## src/rtl/uart_cmd_rx_if.sv

```systemverilog
// Output bundle of the debug-command UART receiver.
//   master : driven by uart_cmd_rx
//   slave  : consumer side (register block, test bench)
// Signals:
//   rx_byte/rx_byte_valid : last deserialised byte, one-cycle update pulse
//   cmd_addr/cmd_data     : address/data of the last good command frame
//   cmd_wr                : one-cycle register-write strobe
//   frame_err             : one-cycle pulse, stop bit sampled low
//   chk_err               : one-cycle pulse, frame checksum mismatch
interface uart_cmd_rx_if;
  logic [7:0] rx_byte;
  logic       rx_byte_valid;
  logic [7:0] cmd_addr;
  logic [7:0] cmd_data;
  logic       cmd_wr;
  logic       frame_err;
  logic       chk_err;

  modport master (
    output rx_byte, rx_byte_valid, cmd_addr, cmd_data, cmd_wr, frame_err, chk_err
  );

  modport slave (
    input rx_byte, rx_byte_valid, cmd_addr, cmd_data, cmd_wr, frame_err, chk_err
  );
endinterface

```

## src/rtl/uart_cmd_rx.sv

```systemverilog
// Debug-command receiver on the UART RXD pin (8N1, LSB first).
// Bytes are deserialised with a 2-FF synchroniser and mid-bit sampling, then
// parsed as 4-byte frames: 0xA5, ADDR, DATA, CHK with CHK = ADDR ^ DATA ^ 0x5A.
// A good frame produces a one-cycle cmd_wr with cmd_addr/cmd_data.
//
// Ports:
//   clk  : system clock (only clock)
//   rst  : synchronous, active-high reset
//   rxd  : asynchronous serial input, idle high
//   cmd  : uart_cmd_rx_if.master (byte, command and error outputs)
//
// Optional build macro UART_CMD_RX_TIMEOUT_EN: when defined, a parser left
// outside P_SYNC for TIMEOUT_BITS bit periods without a new byte silently
// falls back to P_SYNC. When undefined the parser waits indefinitely.
//
// RX FSM
//   state | meaning
//   IDLE  | line idle, waiting for rxd_s low
//   START | half a bit into the start bit, re-check it is still low
//   DATA  | sampling 8 data bits at mid-bit, LSB first
//   STOP  | sampling the stop bit at mid-bit
//   BREAK | stop bit was low, wait for the line to return high
// Parser FSM
//   state  | meaning
//   P_SYNC | waiting for 0xA5
//   P_ADDR | next byte is the register address
//   P_DATA | next byte is the register data
//   P_CHK  | next byte is the checksum
module uart_cmd_rx #(
  parameter int CLK_HZ       = 27000000,
  parameter int BAUD         = 115200,
  parameter int TIMEOUT_BITS = 20
) (
  input  logic          clk,
  input  logic          rst,
  input  logic          rxd,
  uart_cmd_rx_if.master cmd
);

  localparam int DIV = CLK_HZ / BAUD;
  localparam int CW  = $clog2(DIV);
  localparam logic [CW-1:0] HALF_M1 = CW'(DIV / 2 - 1);
  localparam logic [CW-1:0] FULL_M1 = CW'(DIV - 1);

  if (DIV < 4) begin : g_chk_div
    $error("uart_cmd_rx: CLK_HZ/BAUD must be at least 4");
  end
  if (TIMEOUT_BITS < 1) begin : g_chk_tmo
    $error("uart_cmd_rx: TIMEOUT_BITS must be at least 1");
  end

  typedef enum logic [2:0] {IDLE, START, DATA, STOP, BREAK} rx_state_t;
  typedef enum logic [1:0] {P_SYNC, P_ADDR, P_DATA, P_CHK} p_state_t;

  logic          rxd_m;
  logic          rxd_s;
  rx_state_t     rx_state;
  logic [CW-1:0] cnt;
  logic [2:0]    bit_cnt;
  logic [7:0]    shift;
  p_state_t      p_state;
  logic [7:0]    stage_addr;
  logic [7:0]    stage_data;

`ifdef UART_CMD_RX_TIMEOUT_EN
  localparam int TMO_CYC = TIMEOUT_BITS * DIV;
  localparam int TW      = $clog2(TMO_CYC);
  localparam logic [TW-1:0] TMO_M1 = TW'(TMO_CYC - 1);
  logic [TW-1:0] tmo_cnt;
`endif

  always_ff @(posedge clk) begin
    if (rst) begin
      rxd_m             <= 1'b1;
      rxd_s             <= 1'b1;
      rx_state          <= IDLE;
      cnt               <= '0;
      bit_cnt           <= '0;
      shift             <= '0;
      p_state           <= P_SYNC;
      stage_addr        <= '0;
      stage_data        <= '0;
      cmd.rx_byte       <= '0;
      cmd.rx_byte_valid <= 1'b0;
      cmd.cmd_addr      <= '0;
      cmd.cmd_data      <= '0;
      cmd.cmd_wr        <= 1'b0;
      cmd.frame_err     <= 1'b0;
      cmd.chk_err       <= 1'b0;
`ifdef UART_CMD_RX_TIMEOUT_EN
      tmo_cnt           <= '0;
`endif
    end else begin
      rxd_m             <= rxd;
      rxd_s             <= rxd_m;
      cmd.rx_byte_valid <= 1'b0;
      cmd.cmd_wr        <= 1'b0;
      cmd.frame_err     <= 1'b0;
      cmd.chk_err       <= 1'b0;

      // Parser reacts to the registered byte pulse, so cmd_wr/chk_err land
      // one cycle after the checksum byte's rx_byte_valid.
      if (cmd.rx_byte_valid) begin
`ifdef UART_CMD_RX_TIMEOUT_EN
        tmo_cnt <= TMO_M1;
`endif
        case (p_state)
          P_SYNC: if (cmd.rx_byte == 8'hA5) p_state <= P_ADDR;
          P_ADDR: begin
            stage_addr <= cmd.rx_byte;
            p_state    <= P_DATA;
          end
          P_DATA: begin
            stage_data <= cmd.rx_byte;
            p_state    <= P_CHK;
          end
          P_CHK: begin
            if (cmd.rx_byte == (stage_addr ^ stage_data ^ 8'h5A)) begin
              cmd.cmd_addr <= stage_addr;
              cmd.cmd_data <= stage_data;
              cmd.cmd_wr   <= 1'b1;
            end else begin
              cmd.chk_err  <= 1'b1;
            end
            p_state <= P_SYNC;
          end
          default: p_state <= P_SYNC;
        endcase
      end
`ifdef UART_CMD_RX_TIMEOUT_EN
      else if (p_state != P_SYNC) begin
        if (tmo_cnt == '0) p_state <= P_SYNC;
        else               tmo_cnt <= tmo_cnt - 1'b1;
      end
`endif

      case (rx_state)
        IDLE: begin
          if (!rxd_s) begin
            cnt      <= '0;
            bit_cnt  <= '0;
            rx_state <= START;
          end
        end
        START: begin
          if (cnt == HALF_M1) begin
            cnt      <= '0;
            bit_cnt  <= '0;
            // A start bit gone high by mid-bit is a glitch.
            rx_state <= rxd_s ? IDLE : DATA;
          end else begin
            cnt <= cnt + 1'b1;
          end
        end
        DATA: begin
          if (cnt == FULL_M1) begin
            cnt   <= '0;
            shift <= {rxd_s, shift[7:1]};
            if (bit_cnt == 3'd7) begin
              bit_cnt  <= '0;
              rx_state <= STOP;
            end else begin
              bit_cnt <= bit_cnt + 1'b1;
            end
          end else begin
            cnt <= cnt + 1'b1;
          end
        end
        STOP: begin
          if (cnt == FULL_M1) begin
            cnt <= '0;
            // Leaving at mid-stop-bit lets back-to-back bytes through.
            if (rxd_s) begin
              cmd.rx_byte       <= shift;
              cmd.rx_byte_valid <= 1'b1;
              rx_state          <= IDLE;
            end else begin
              cmd.frame_err <= 1'b1;
              p_state       <= P_SYNC;
              rx_state      <= BREAK;
            end
          end else begin
            cnt <= cnt + 1'b1;
          end
        end
        BREAK: begin
          if (rxd_s) begin
            cnt      <= '0;
            rx_state <= IDLE;
          end
        end
        default: begin
          cnt      <= '0;
          bit_cnt  <= '0;
          rx_state <= IDLE;
        end
      endcase
    end
  end

endmodule

```

## src/flat_wrapper.sv

```systemverilog
// flat-port wrapper written by rule: the top's interface ports become plain ports
module uart_cmd_rx_flat 
#(
  parameter int CLK_HZ       = 27000000,
  parameter int BAUD         = 115200,
  parameter int TIMEOUT_BITS = 20
)
  (clk, rst, rxd, cmd_rx_byte, cmd_rx_byte_valid, cmd_cmd_addr, cmd_cmd_data, cmd_cmd_wr, cmd_frame_err, cmd_chk_err);
  uart_cmd_rx_if cmd_i ();
  input  logic clk;
  input  logic rst;
  input  logic rxd;
  output wire logic [$bits(cmd_i.rx_byte)-1:0] cmd_rx_byte;
  output wire logic [$bits(cmd_i.rx_byte_valid)-1:0] cmd_rx_byte_valid;
  output wire logic [$bits(cmd_i.cmd_addr)-1:0] cmd_cmd_addr;
  output wire logic [$bits(cmd_i.cmd_data)-1:0] cmd_cmd_data;
  output wire logic [$bits(cmd_i.cmd_wr)-1:0] cmd_cmd_wr;
  output wire logic [$bits(cmd_i.frame_err)-1:0] cmd_frame_err;
  output wire logic [$bits(cmd_i.chk_err)-1:0] cmd_chk_err;
  assign cmd_rx_byte = cmd_i.rx_byte;
  assign cmd_rx_byte_valid = cmd_i.rx_byte_valid;
  assign cmd_cmd_addr = cmd_i.cmd_addr;
  assign cmd_cmd_data = cmd_i.cmd_data;
  assign cmd_cmd_wr = cmd_i.cmd_wr;
  assign cmd_frame_err = cmd_i.frame_err;
  assign cmd_chk_err = cmd_i.chk_err;
  uart_cmd_rx #(.CLK_HZ(CLK_HZ), .BAUD(BAUD), .TIMEOUT_BITS(TIMEOUT_BITS)) u_core (.clk(clk), .rst(rst), .rxd(rxd), .cmd(cmd_i));
endmodule
```

## config.mk

```make
export PLATFORM = sky130hd
export DESIGN_NAME = uart_cmd_rx_flat
export DESIGN_NICKNAME = d
export VERILOG_FILES = /design/src/rtl/uart_cmd_rx_if.sv /design/src/rtl/uart_cmd_rx.sv /design/src/flat_wrapper.sv
export SDC_FILE = /design/constraint.sdc
export NUM_CORES = 1
export LEC_CHECK = 0
export CAP_MARGIN = 20
export CORE_MARGIN = 1.5
export CORE_UTILIZATION = 50
export CTS_CLUSTER_SIZE = 10
export DETAILED_ROUTE_END_ITERATION = 8
export PLACE_DENSITY = 0.83
export SLEW_MARGIN = 20
export SYNTH_ARGS = -nofsm -noshare
export SYNTH_HDL_FRONTEND = slang
export SYNTH_SLANG_ARGS = --single-unit
```

## constraint.sdc

```tcl
create_clock -name clk -period 4.9 [get_ports clk]
set_input_delay 0.49 -clock clk [delete_from_list [all_inputs] [get_ports clk]]
set_output_delay 0.49 -clock clk [all_outputs]
set_load 0.03 [all_outputs]
```

### Word-level counts from Yosys, hierarchy flattened

Index checks and enable logic that the tools add are counted.

| operators by class | value |
|---|---|
| reduce and logical (&&, ||, !) cells | 14 |
| add/sub/neg operators | 2 |
| equal/unequal tests | 18 |
| multiplexer cells | 29 |
| bitwise gates (word level) | 7 |

Operators by type and width:

| cell | number |
|---|---|
| $mux 3 | 11 |
| $mux 8 | 4 |
| $pmux 8 s4 | 1 |
| $eq 8x8->1 const B | 2 |
| $pmux 3 s5 | 1 |
| $mux 2 | 6 |
| $pmux 3 s4 | 1 |
| $ne 2x1->1 const B | 5 |
| $add 8x1->8 const B | 1 |
| $eq 8x7->1 const B | 1 |
| $eq 8x8->1 | 1 |
| $pmux 2 s4 | 1 |
| $reduce_and 2->1 | 4 |
| $xor 8x8->8 | 1 |
| $eq 3x2->1 const B | 2 |
| $eq 3x3->1 const B | 2 |
| $reduce_and 3->1 | 2 |
| $reduce_and 6->1 | 1 |
| $reduce_or 3->1 | 2 |
| $not 1->1 | 5 |
| $eq 2x2->1 const B | 2 |
| $mux 1 | 4 |
| $not 4->4 | 1 |
| $reduce_and 4->1 | 1 |
| 7 further kinds | 8 |

| storage, ports and cells | value |
|---|---|
| input bits | 3 |
| output and inout port bits | 28 |
| logic and storage cells | 86 |
| flip-flop bits (word level) | 70 |

### Longest topological paths before layout

| logic depth | value |
|---|---|
| word-level depth | 7 |
| depth in mapped cells | 8 |
| depth with buffers taken out | 6 |

### Worst setup path after synthesis

OpenSTA, ideal clock, no wires.

| timing path | value |
|---|---|
| path type | reg-to-reg |
| from | register u_core.cmd.rx_byte[1] |
| to | register u_core.cmd.cmd_addr[0] |
| setup slack | 2,972 ps |
| stages on the path, launching flop included | 6 |
| required time | 4,828 ps |
| arrival | 1,856 ps |
| cells stage by stage | dfxtp_1 -> xor3_2 -> nand2_2 -> nor4_4 -> buf_6 -> mux2i_1 |

| on the way | value |
|---|---|
| cells in the longest elaborated chain, start to end | 2 |

RTL lines:

| item | line | text |
|---|---|---|
| from (decl) | uart_cmd_rx_if.sv:20 | `output rx_byte, rx_byte_valid, cmd_addr, cmd_data, cmd_wr, frame_err, chk_err` |
| from (signal assigned) | uart_cmd_rx.sv:174 | `cmd.rx_byte <= shift;` |
| $eq 8x8->1 | uart_cmd_rx.sv:118 | `if (cmd.rx_byte == (stage_addr ^ stage_data ^ 8'h5A)) begin` |
| $reduce_and 3->1 (no line) | - |  |
| to (signal assigned) | uart_cmd_rx.sv:119 | `cmd.cmd_addr <= stage_addr;` |
| to (decl) | uart_cmd_rx_if.sv:20 |  |

No other way between the ends.
A chain may end at the register's enable or synchronous reset.

### Worst setup path after layout

| timing path | value |
|---|---|
| from | register u_core.cmd.rx_byte_valid |
| to | output port cmd_rx_byte_valid |

RTL lines:

| item | line | text |
|---|---|---|
| from (decl) | uart_cmd_rx_if.sv:20 |  |
| from (signal assigned) | uart_cmd_rx.sv:84 | `cmd.rx_byte_valid <= 1'b0;` |
| from (signal assigned) | uart_cmd_rx.sv:96 | `cmd.rx_byte_valid <= 1'b0;` |
| from (signal assigned) | uart_cmd_rx.sv:175 | `cmd.rx_byte_valid <= 1'b1;` |
| to (decl) | flat_wrapper.sv:14 | `output wire logic [$bits(cmd_i.rx_byte_valid)-1:0] cmd_rx_byte_valid;` |

No word-level cell between the ends.

==> summary.md <==
| Metric | Value |
|---|---|
| Lkg Pwr | 1.34 nW |
| Largest net degree at the start of global routing | 86 |
| Worst path top cell family by delay | buffers and inverters |
| Setup Crit Path Kind | register to output port |
| Initial antenna violation count | 0 |
| CTS tree | done |
| Die Ht | about 84 um |
| Pwr/cell area | 315 nW/um^2 |
| Worst-path clk slew | 0.07 ns |
| Hold path cells | 1 |
| Initial Util | 0.517 |
| Number of max-cap violations | 0 |
| WP data required | 4.41 ns |
| Cells along the critical path | clkdlybuf4s50_1 |
| CTS buffer count | 9 |
| Io pins | 31 |
| Hold_sp | u_core.rxd_m$_SDFF_PP1_ |
| Status | completed |
| GRT Util Overall | 0.200 |
| Multiplexer share of the synthesized area | 0.104 |
| Buf/Inv on CP | 1 |
| Commonest cells in the synthesized netlist | dfxtp_1, nand2_1, mux2i_1, nand2b_1, a21oi_1 |
| Setup TNS | 0 ns |
| Arr. time, crit path | 1.95 ns |
| RSZ-0062 raised after global routing | false |
| Final #Nets | between 300 and 400 |
| Post-synth top area share | 0.427 |
| Max stage delay cell, worst path | clkdlybuf4s50_1 |
| Final cycle utilization of the critical path | 0.499 |
| Slew Viols, Final | 0 |
| Slew HR | 0.362 |
| R2R cell count | 4 |
| H-Tree Depth | 3 |
| Synth Flop Type | dfxtp_1 |
| Cells after synthesis | 352 |
| Largest family of logic cells by synthesized area | simple AND/OR/NAND/NOR gates |
| # hold bufs at CTS | 0 |
| Seq cells post-synth | 70 |
| Input/output buffers | 30 |
| Final setup viols | 0 |
| Hold Path End | u_core.rxd_s$_SDFF_PP1_ |
| Reg2reg setup slack | 2.66 ns |
| Register area share after synthesis | 0.427 |
| Worst Skew | 0.00840 ns |
| Vias per inst | around 5.6 |
| Drt drc | 0 |
| Starting DRT DRC Count | roughly 120 |
| Chip width | 84.0 um |
| Syn avg cell area | 9.33 um^2 |
| Row count | 29 |
| Post-CTS Setup Inserts | 0 |
| DR vias | 2536 |
| DR WL/cell | 14.4 um |
| Fmax | 0.409 GHz |
| # diodes | 0 |
| Crit-path max cell delay | about 0.81 ns |
| Layout cell share with drive strength beyond 1 | 0.0798 |
| Largest area contributor in the netlist | dfxtp_1 |
| Sequential Area | ~1400 um^2 |
| HP Class | register to register |
| Number of global-route vias before repair | 2499 |
| Netlist Area Pre-Place | ~3300 um^2 |
| CTS Root Cell | clkbuf_8 |
| Layout filler cell count | 525 |
| Hpwl dp | 4450 um |
| Worst setup margin | 2.46 ns |
| Area added between synthesis and finish | 17.5% |
| Drt pass-1 iters | 4 |
| Die area | 7060 um^2 |
| FF-to-FF Start | u_core.cmd.rx_byte_valid$_SDFF_PP0_ |
| Post-synthesis xor/xnor area fraction | 0.0598 |
| Critical path endpoint category | output port |
| Area of the multi-input gates | 1760 um^2 |
| First-pass GRT wire length | 11300 um |
| RR Endpoint | u_core.cmd.cmd_data[1]$_SDFFE_PP0P_ |
| FFs w/ async S/R, synth | 0 |
| Core Area | 6350 um^2 |
| Min Tclk post-route | ~2.4 ns |
| Final ANT Viol Nets | 0 |
| Clk_lat worst skew | 0.35 ns |
| Synth area leaders | dfxtp_1, mux2i_1, nand2b_1, a21oi_1, nand2_1 |
| CP max FO | 23 |
| Final hold violation count | 0 |
| Worst Setup Start Kind | register |
| Synth Area in Adders | 0.0343 |
| Syn_nets | 364 |
| Post-Synth Simple-Gate Area | 0.237 |
| CTS Sinks | 70 |
| Count of cell types in the netlist | 53 |
| GRT Residual Overflow | 0 |
| Compound-Gate Fraction of Synth Area | 0.100 |
| Yosys warnings | 0 |
| Gp weighted congestion | between 0.8 and 0.9 |
| CTS Buffer Depth | 2 |
| Drt total wl | 6540 um |
| Place WS | between 2 and 3 ns |
| Post-synth EDFFs | 0 |
| Max VDD drop | 0.217 mV |
| Worst Tran Pin Value | 0.958 ns |
| Most frequent cell after synthesis | dfxtp_1 |
| CTS resizes | 0 |
## layout make-up
type                       count  share of cell area
sequential                    70               0.363
clock buffer                   9              0.0321
inverter                       6             0.00584
multi-input combinational    252               0.456
tap                           77              0.0250
timing repair buffer          32              0.0805
clock inverter                 7              0.0376
## how the worst max path moves through the flow
stage	start	endpoint	cells past startpoint
floorplan	u_core.cmd.rx_byte[1]$_SDFFE_PP0P_	u_core.cmd.cmd_addr[0]$_SDFFE_PP0P_	5
global route	u_core.cmd.rx_byte_valid$_SDFF_PP0_	cmd_rx_byte_valid	1
detailed placement	u_core.cmd.rx_byte_valid$_SDFF_PP0_	u_core.cmd.cmd_data[2]$_SDFFE_PP0P_	4
CTS	u_core.cmd.rx_byte_valid$_SDFF_PP0_	cmd_rx_byte_valid	1
finish	u_core.cmd.rx_byte_valid$_SDFF_PP0_	cmd_rx_byte_valid	1
global placement	u_core.cmd.rx_byte_valid$_SDFF_PP0_	u_core.cmd.cmd_data[1]$_SDFFE_PP0P_	4
## where the power goes
| part | switching, W | internal (W) | total [W] | leakage (nW) |
|---|---|---|---|---|
| Clock | 0.000224 | 0.000392 | 0.000616 | 0.130 |
| Combinational | 0.0000160 | 0.00000938 | 0.0000254 | 0.650 |
| Sequential | 0.00000247 | 0.000570 | 0.000573 | 0.564 |
## registers in the layout, indices dropped and copies added, names as in the netlist
| signal | flops |
|---|---|
| u_core.rx_state | 3 |
| u_core.cmd.frame_err | 1 |
| u_core.cmd.rx_byte_valid | 1 |
| u_core.cmd.cmd_addr | 8 |
| u_core.rxd_m | 1 |
| u_core.cmd.chk_err | 1 |
| u_core.shift | 8 |
| u_core.stage_addr | 8 |
| u_core.stage_data | 8 |
| u_core.cmd.cmd_data | 8 |
| u_core.cmd.rx_byte | 8 |
| u_core.cnt | 8 |
| u_core.cmd.cmd_wr | 1 |
| u_core.bit_cnt | 3 |
| u_core.p_state | 2 |
| u_core.rxd_s | 1 |
## per-layer routing
layer / routed length [um] / vias to the layer above / GRT usage
li1: - / 1263 / -
met1: 2800 / 1201 / 0.232
met2: 3340 / 62 / 0.334
met3: 284 / 10 / 0.0623
met4: 113 / 0 / 0.0984
met5: 0 / - / 0
## through the flow
step	total power [W]	utilization	cells	instance area [um^2]	hold WS (ns)
floorplan	0.000606	-	352	3280	0.389
global placement	0.000611	0.565	437	3590	0.396
detailed placement	0.000611	0.565	437	3590	0.394
CTS	0.00123	0.607	453	3860	0.412
global route	0.00126	0.607	453	3860	0.445
finish	0.00121	0.607	453	3860	0.410
## logic make-up after synthesis
family | Yosys count
flops | 70
mux | 34
fa+ha+maj | 9
compound gates | 54
buf+inv | 30
xor+xnor | 9
simple gates | 146
## worst register-to-register path, cell delays in order, from the launching register on
cell and delay, ns:
dfxtp_1 0.80, nand2_1 0.23, nor4_4 0.60, buf_4 0.32, mux2i_1 0.21
## cells in the final DEF, fill, tap and decap left out, types with 4 or more instances in the layout
master and count:
a21oi_1 28, bufinv_16 4, clkbuf_8 9, clkdlybuf4s50_1 29, dfxtp_1 70, ha_1 9
inv_1 5, mux2i_1 33, nand2_1 35, nand2b_1 32, nand3_1 19, nor2_1 25
nor3_1 7, o22ai_1 5
Note: power is estimated with default switching activity, not from simulation.
